--- config.mk ---
export PLATFORM = sky130hd
export DESIGN_NAME = single_wire_dht_rx
export DESIGN_NICKNAME = d
export VERILOG_FILES = /design/src/rtl/single_wire_dht_rx.sv
export SDC_FILE = /design/constraint.sdc
export NUM_CORES = 1
export LEC_CHECK = 0
export ABC_AREA = 1
export BUFFER_PORTS_ARGS = -buffer_cell sky130_fd_sc_hd__buf_2
export CAP_MARGIN = 20
export CORE_MARGIN = 2
export CORE_UTILIZATION = 45
export CTS_BUF_LIST = sky130_fd_sc_hd__clkbuf_8
export DETAILED_ROUTE_END_ITERATION = 6
export GPL_ROUTABILITY_DRIVEN = 0
export PLACE_DENSITY = 0.68
export SLEW_MARGIN = 25
export SYNTH_ARGS = -nofsm -noshare
export SYNTH_HDL_FRONTEND = slang
export SYNTH_SLANG_ARGS = --single-unit
--- constraint.sdc ---
create_clock -name clk -period 5.8 [get_ports clk]
set_input_delay 0.58 -clock clk [delete_from_list [all_inputs] [get_ports clk]]
set_output_delay 0.58 -clock clk [all_outputs]
set_load 0.05 [all_outputs]
--- src/rtl/single_wire_dht_rx.sv ---
// rtl/single_wire_dht_rx.sv - single-wire (DHT11/DHT22-style) sensor frame receiver
module single_wire_dht_rx #(
    parameter int CLK_MHZ       = 24,
    parameter int START_LOW_US  = 20000,
    parameter int DATA_BITS     = 40,
    parameter int ONE_THRESH_US = 40,
    parameter int CHECKSUM_EN   = 1,
    parameter int HOLDOFF_US    = 1000000,
    parameter int T_RESP_US     = 50,
    parameter int T_ACK_US      = 100,
    parameter int T_BITLOW_US   = 60,
    parameter int T_BITHIGH_US  = 80
) (
    input  logic                 clk,
    input  logic                 rst,
    input  logic                 start,
    input  logic                 wire_in,
    output logic                 wire_oe,
    output logic                 busy,
    output logic                 done,
    output logic                 valid,
    output logic [2:0]           err,
    output logic [DATA_BITS-1:0] out_data
);

    localparam int START_CYC   = START_LOW_US * CLK_MHZ;
    localparam int HOLD_CYC    = HOLDOFF_US * CLK_MHZ;
    localparam int RESP_CYC    = T_RESP_US * CLK_MHZ;
    localparam int ACK_CYC     = T_ACK_US * CLK_MHZ;
    localparam int BITLOW_CYC  = T_BITLOW_US * CLK_MHZ;
    localparam int BITHIGH_CYC = T_BITHIGH_US * CLK_MHZ;
    localparam int THRESH_CYC  = ONE_THRESH_US * CLK_MHZ;

    function automatic int max2(input int a, input int b);
        return (a > b) ? a : b;
    endfunction

    localparam int MAX_CYC = max2(max2(max2(START_CYC, HOLD_CYC), max2(RESP_CYC, ACK_CYC)),
                                  max2(max2(BITLOW_CYC, BITHIGH_CYC), THRESH_CYC));
    localparam int CNT_W   = $clog2(MAX_CYC + 1);
    localparam int BIT_W   = $clog2(DATA_BITS + 1);

    localparam logic [CNT_W-1:0] START_LAST   = CNT_W'(START_CYC - 1);
    localparam logic [CNT_W-1:0] HOLD_LAST    = CNT_W'(HOLD_CYC - 1);
    localparam logic [CNT_W-1:0] RESP_LAST    = CNT_W'(RESP_CYC - 1);
    localparam logic [CNT_W-1:0] ACK_LAST     = CNT_W'(ACK_CYC - 1);
    localparam logic [CNT_W-1:0] BITLOW_LAST  = CNT_W'(BITLOW_CYC - 1);
    localparam logic [CNT_W-1:0] BITHIGH_LAST = CNT_W'(BITHIGH_CYC - 1);
    localparam logic [CNT_W-1:0] THRESH       = CNT_W'(THRESH_CYC);
    localparam logic [BIT_W-1:0] LAST_BIT     = BIT_W'(DATA_BITS - 1);

    typedef enum logic [3:0] {
        S_IDLE, S_START_LOW, S_RESP, S_ACK_LOW, S_ACK_HIGH,
        S_BIT_LOW, S_BIT_HIGH, S_CHECK, S_HOLDOFF
    } state_t;

    state_t               state_q, state_d;
    logic [1:0]           sync_q, sync_d;
    logic [CNT_W-1:0]     phase_cnt_q, phase_cnt_d;
    logic [BIT_W-1:0]     bit_cnt_q, bit_cnt_d;
    logic [DATA_BITS-1:0] shift_q, shift_d;
    logic                 start_lat_q, start_lat_d;
    logic                 wire_oe_q, wire_oe_d;
    logic                 busy_q, busy_d;
    logic                 done_q, done_d;
    logic                 valid_q, valid_d;
    logic [2:0]           err_q, err_d;
    logic [DATA_BITS-1:0] out_data_q, out_data_d;

    logic                 wire_s;
    logic                 sum_ok;
    logic                 fail;
    logic [2:0]           fail_code;

    assign wire_s = sync_q[1];

    generate
        if (CHECKSUM_EN != 0 && DATA_BITS == 40) begin : g_sum
            logic [7:0] byte_sum;
            assign byte_sum = shift_q[39:32] + shift_q[31:24] + shift_q[23:16] + shift_q[15:8];
            assign sum_ok   = (byte_sum == shift_q[7:0]);
        end else begin : g_nosum
            assign sum_ok = 1'b1;
        end
    endgenerate

    always_comb begin
        state_d     = state_q;
        sync_d      = {sync_q[0], wire_in};
        phase_cnt_d = phase_cnt_q + 1'b1;
        bit_cnt_d   = bit_cnt_q;
        shift_d     = shift_q;
        start_lat_d = start_lat_q;
        done_d      = 1'b0;
        valid_d     = valid_q;
        err_d       = err_q;
        out_data_d  = out_data_q;
        fail        = 1'b0;
        fail_code   = 3'd0;

        case (state_q)
            S_IDLE: begin
                phase_cnt_d = '0;
                if (start) begin
                    state_d   = S_START_LOW;
                    bit_cnt_d = '0;
                    shift_d   = '0;
                end
            end
            S_START_LOW: begin
                if (phase_cnt_q == START_LAST) state_d = S_RESP;
            end
            S_RESP: begin
                if (!wire_s)                        state_d = S_ACK_LOW;
                else if (phase_cnt_q == RESP_LAST) begin fail = 1'b1; fail_code = 3'd1; end
            end
            S_ACK_LOW: begin
                if (wire_s)                         state_d = S_ACK_HIGH;
                else if (phase_cnt_q == ACK_LAST)  begin fail = 1'b1; fail_code = 3'd2; end
            end
            S_ACK_HIGH: begin
                if (!wire_s)                        state_d = S_BIT_LOW;
                else if (phase_cnt_q == ACK_LAST)  begin fail = 1'b1; fail_code = 3'd3; end
            end
            S_BIT_LOW: begin
                if (wire_s)                          state_d = S_BIT_HIGH;
                else if (phase_cnt_q == BITLOW_LAST) begin fail = 1'b1; fail_code = 3'd4; end
            end
            S_BIT_HIGH: begin
                // counter holds (high cycles - 1) when the falling edge is seen
                if (!wire_s) begin
                    shift_d   = {shift_q[DATA_BITS-2:0], (phase_cnt_q >= THRESH)};
                    bit_cnt_d = bit_cnt_q + 1'b1;
                    state_d   = (bit_cnt_q == LAST_BIT) ? S_CHECK : S_BIT_LOW;
                end else if (phase_cnt_q == BITHIGH_LAST) begin
                    fail      = 1'b1;
                    fail_code = 3'd5;
                end
            end
            S_CHECK: begin
                done_d  = 1'b1;
                state_d = S_HOLDOFF;
                if (sum_ok) begin
                    err_d      = 3'd0;
                    valid_d    = 1'b1;
                    out_data_d = shift_q;
                end else begin
                    err_d   = 3'd6;
                    valid_d = 1'b0;
                end
            end
            S_HOLDOFF: begin
                if (start) start_lat_d = 1'b1;
                if (phase_cnt_q == HOLD_LAST) begin
                    start_lat_d = 1'b0;
                    if (start_lat_q || start) begin
                        state_d   = S_START_LOW;
                        bit_cnt_d = '0;
                        shift_d   = '0;
                    end else begin
                        state_d = S_IDLE;
                    end
                end
            end
            default: state_d = S_IDLE;
        endcase

        if (fail) begin
            state_d = S_HOLDOFF;
            done_d  = 1'b1;
            valid_d = 1'b0;
            err_d   = fail_code;
        end
        if (state_d != state_q) phase_cnt_d = '0;
    end

    assign wire_oe_d = (state_d == S_START_LOW);
    assign busy_d    = (state_d != S_IDLE);

    always_ff @(posedge clk or posedge rst) begin
        if (rst) begin
            state_q     <= S_IDLE;
            sync_q      <= 2'b11;
            phase_cnt_q <= '0;
            bit_cnt_q   <= '0;
            shift_q     <= '0;
            start_lat_q <= 1'b0;
            wire_oe_q   <= 1'b0;
            busy_q      <= 1'b0;
            done_q      <= 1'b0;
            valid_q     <= 1'b0;
            err_q       <= 3'd0;
            out_data_q  <= '0;
        end else begin
            state_q     <= state_d;
            sync_q      <= sync_d;
            phase_cnt_q <= phase_cnt_d;
            bit_cnt_q   <= bit_cnt_d;
            shift_q     <= shift_d;
            start_lat_q <= start_lat_d;
            wire_oe_q   <= wire_oe_d;
            busy_q      <= busy_d;
            done_q      <= done_d;
            valid_q     <= valid_d;
            err_q       <= err_d;
            out_data_q  <= out_data_d;
        end
    end

    assign wire_oe  = wire_oe_q;
    assign busy     = busy_q;
    assign done     = done_q;
    assign valid    = valid_q;
    assign err      = err_q;
    assign out_data = out_data_q;

endmodule
Word-level counts from Yosys, hierarchy flattened
Index checks and enable logic that the tools add are counted.

storage, ports and cells
  register bits after elaboration = 125
  input port bits = 4
  output and inout port bits = 47

operators by class
  $add $sub $neg = 5
  order comparisons = 1
  equal/unequal tests = 22
  muxes and demuxes = 55
  reductions and logical operators = 9

operator list
  cell                                                                                    number
  40-bit 2-to-1 mux                                                                       4
  40-bit case mux with 3 select lines                                                     1
  25-bit by 11-bit equality test with 1-bit output (second input constant)                3
  25-bit 2-to-1 mux                                                                       2
  4-bit 2-to-1 mux                                                                        9
  4-bit case mux with 9 select lines                                                      1
  25-bit by 1-bit adder with 25-bit output (second input constant)                        1
  25-bit by 12-bit equality test with 1-bit output (second input constant)                1
  25-bit by 19-bit equality test with 1-bit output (second input constant)                1
  25-bit equality test (second input constant)                                            1
  25-bit by 10-bit greater-or-equal comparator with 1-bit output (second input constant)  1
  8-bit adder                                                                             3
  6-bit 2-to-1 mux                                                                        4
  3-bit 2-to-1 mux                                                                        7
  1-bit 2-to-1 mux                                                                        19
  6-bit case mux with 3 select lines                                                      1
  4-bit by 3-bit equality test with 1-bit output (second input constant)                  4
  3-bit case mux with 5 select lines                                                      1
  2-bit 2-to-1 mux                                                                        5
  4-bit by 1-bit equality test with 1-bit output (second input constant)                  2
  4-bit by 2-bit equality test with 1-bit output (second input constant)                  2
  8-bit equality test                                                                     1
  2-bit != test (second input constant)                                                   4
  6-bit by 1-bit adder with 6-bit output (second input constant)                          1
  other kinds (11)                                                                        13

Longest topological paths before layout
  word-level depth = 7
  gate-level depth with buffers = 16
  depth with buffers taken out = 15

Least setup slack after synthesis
No wires, ideal clock.

  kind = register to register
  from = reg shift_q[9]
  to = reg out_data_q[0] (netlist: out_data[0])
  data arrival time = 3.211 ns
  data required time = 5.670 ns
  slack = 2.459 ns
  cell stages (with the launch flop) = 17
  period minus slack after synthesis = 3.341 ns
  cell sequence = dfrtp_1 > fa_1 > inv_1 > fa_1 > inv_1 > ha_1 > inv_1 > fa_1 > xor2_1 > nand3_1 > nor2_1 > nand3_1 > nor2_1 > nand4_2 > clkbuf_1 > nand2_1 > o21ai_1

on the way
  longest elaborated chain between the ends = 3

ends and longest elaborated chain
  item                           line  source
  start, declared                61    logic [DATA_BITS-1:0] shift_q, shift_d;
  start signal, assigned         199   shift_q <= shift_d;
  8-bit adder                    80    assign byte_sum = shift_q[39:32] + shift_q[31:24] + shift_q[23:16] + shift_q[15:8];
  8-bit equality test            81    assign sum_ok = (byte_sum == shift_q[7:0]);
  2-bit AND reduction (no line)  --
  end signal, assigned           206   out_data_q <= out_data_d;
  end, declared                  68    logic [DATA_BITS-1:0] out_data_q, out_data_d;

Every way passes these cells.
A chain may end at the register's enable or synchronous reset.

Final worst setup path
  from = reg shift_q[9]
  to = reg out_data_q[16] (netlist: out_data[16])

The elaborated chain is that of the path after synthesis.

==> run metrics <==
first-pass GRT wire length=25800 um; FF-to-FF Start=shift_q[9]; Gate Count Post-Synth=787; Via Count=5377; critical path class=reg -> reg; Clk pin slew, worst setup/hold paths=0.08 ns; clk sink count=125; Starting Density=0.460; predominant post-synthesis flop cell=dfrtp_1; layout cells sized above 1=0.176; Slew @ Worst Pin=0.963 ns; Hold WS=0.230 ns; Power Total=1.82 mW; Setup-failing EPs final=0; yosys warns=0; GRT Total Usage=0.202; Clock Tree Buf Depth=2; postcts setup bufs=0; worst relative slew slack=0.357; Overflow after GRT=0; drt total wl=14900 um; clk_lat worst skew=0.44 ns; largest net degree at the start of global routing=82; FP Rows=44; syn_nets=815; number of antenna diodes=0; Max Slew Vio Count=0; Synth area leaders=dfrtp_1 46%, nand2_1 8.5%, inv_1 5.9%, nand3_1 4.5%, fa_1 4.2%; status=finished clean; Die ar.=15800 um2; initial antenna violation count=0; library cells used by synthesis=42; Final period util=0.659; synthesized area=6660 um2; IO Port Bufs=50; peak supply drop=144 uV; CP Launch Type=flip-flop; asr flop ratio synth=1.00; Critical Path RT=6.12 ns; Final Skew=0.0123 ns; H-tree levels=4; setup TNS=0 ns; number of synthesized flops with an enable pin=0; Fmax=0.262 GHz; Fillers=1356; via-per-instance ratio=5.22; Final Hold Viols=0; number of nets in the layout=862; Final ANT Viol Nets=0; worst min path class=in -> reg; synthesis-to-layout area growth=12.2%; Die H=126 um; Post-CTS Hold Buffers=0; fin crit period=3.82 ns; PD cells=243 nW/um2; Arr. time, crit path=4.14 ns; CP Max Fanout=55; hold_sp=wire_in; sequential fraction of the synthesis area=0.470; DRT Pass-1 Iters=5; unrepaired setup endpoints after global routing=no; Lkg Pwr=3.51 nW; Synth Area per Inst=8.46 um2; MaxCap Viol Count=0; hpwl dp=10600 um; drc violations=0; vias in the first global route=5221; core area=14500 um2; Synth area leader=dfrtp_1; WHS Path Cells=1; Num CTS Buffers=17; FF-to-FF path depth=16; synthesized flop and latch total=125; routed len/inst=14.4 um; FF-to-FF setup slack=1.98 ns; Setup crit end kind=flip-flop; hold endpoint=sync_q[0]; Die Wd=126 um; CTS tree=yes; RR Endpoint=out_data[16]; Root Driver=clkbuf_8; Post-CTS Resized=0; io pins=51; initial DRC count=500; share of the synthesized area in the top cell type=0.462
-- cell usage in the layout (no fill, tap or decap), types with 18 or more instances in the layout --
master / instances
o22ai_1: 40
nor2_1: 68
buf_2: 50
o21ai_1: 41
inv_1: 103
nor3_2: 22
nand2_1: 151
clkbuf_8: 18
nand3_1: 60
dfrtp_1: 123
-- power breakdown --
part | internal [mW] | switching (mW) | total [mW] | leakage, nW
Clock | 0.445 | 0.378 | 0.823 | 0.209
Combinational | 0.0245 | 0.0725 | 0.0970 | 1.58
Sequential | 0.884 | 0.0130 | 0.897 | 1.72
Total | 1.35 | 0.464 | 1.82 | 3.51
-- state kept, by name, summed over array words and instances, names as in the netlist, 2 cells and up --
| signal | flops |
|---|---|
| state_q | 4 |
| bit_cnt_q | 6 |
| sync_q | 2 |
| out_data | 40 |
| err | 3 |
| shift_q | 40 |
| phase_cnt_q | 25 |
-- synth_stat cells (13+ instances only) --
cell,instances
inv_2,15
dfrtp_1,123
a21oi_1,13
nor3_1,13
o22ai_1,40
nand4_1,15
nand2_1,151
nor2_1,68
inv_1,104
fa_1,14
nor3_2,22
o21ai_1,41
nand3_1,60
-- cells by family after synthesis --
group                      share of synthesized area
AOI/OAI and AO/OA                              0.103
xor gates and xnor gates                      0.0184
adders and majority gates                     0.0609
buffers and inverters                         0.0870
DFF                                            0.470
muxes                                        0.00150
and+or+nand+nor                                0.259
-- per-stage QoR --
stage / std cells / instance area (um2) / setup WS (ns) / util
4_1_cts: 1029 / 7450 / 1.55 / 0.515
5_1_grt: 1030 / 7470 / 1.66 / 0.516
3_3_place_gp: 998 / 7030 / 1.64 / 0.485
3_5_place_dp: 998 / 7030 / 1.58 / 0.485
6_report: 1030 / 7470 / 1.98 / 0.516
2_1_floorplan: 787 / 6660 / 1.90 / -
-- critical path, stage by stage, from the launching register on --
cell and delay [ns]:
dfrtp_1 0.40, fa_1 0.53, inv_1 0.05, fa_1 0.49
inv_1 0.04, ha_1 0.19, inv_1 0.07, fa_1 0.42
xor2_1 0.14, nand3_1 0.08, nor2_1 0.10, nand3_1 0.08
nor2_1 0.22, nand4_4 0.37, buf_12 0.32, nand2_1 0.08
o21ai_1 0.06
-- worst max-delay path by stage --
stage               slack [ns]  startpoint           end  cells past startpoint
floorplan                 1.90         rst  bit_cnt_q[0]                      1
detailed placement        1.58  shift_q[9]  out_data[22]                     14
finish                    1.98  shift_q[9]  out_data[16]                     16
CTS                       1.55  shift_q[9]  out_data[22]                     14
global placement          1.64  shift_q[9]  out_data[14]                     14
global route              1.66  shift_q[9]  out_data[15]                     16
-- final cells by class --
class	instances	area, um2	share of cell area
Timing Repair Buffer	52	278	0.0372
Clock inverter	13	178	0.0238
Sequential cell	125	3130	0.419
Clock buffer	18	248	0.0331
Multi-Input combinational cell	519	2960	0.396
Tap cell	184	230	0.0308
Inverter	119	449	0.0601
-- routing by layer --
layer  up-vias  global-route usage  wire length, um
li1       2674                   -                -
met1      2579               0.282             6950
met2       108               0.311             7060
met3        16              0.0501              680
met4         0              0.0706              179
met5         -                   0                0
No activity file was read; power rests on OpenSTA's default activity.
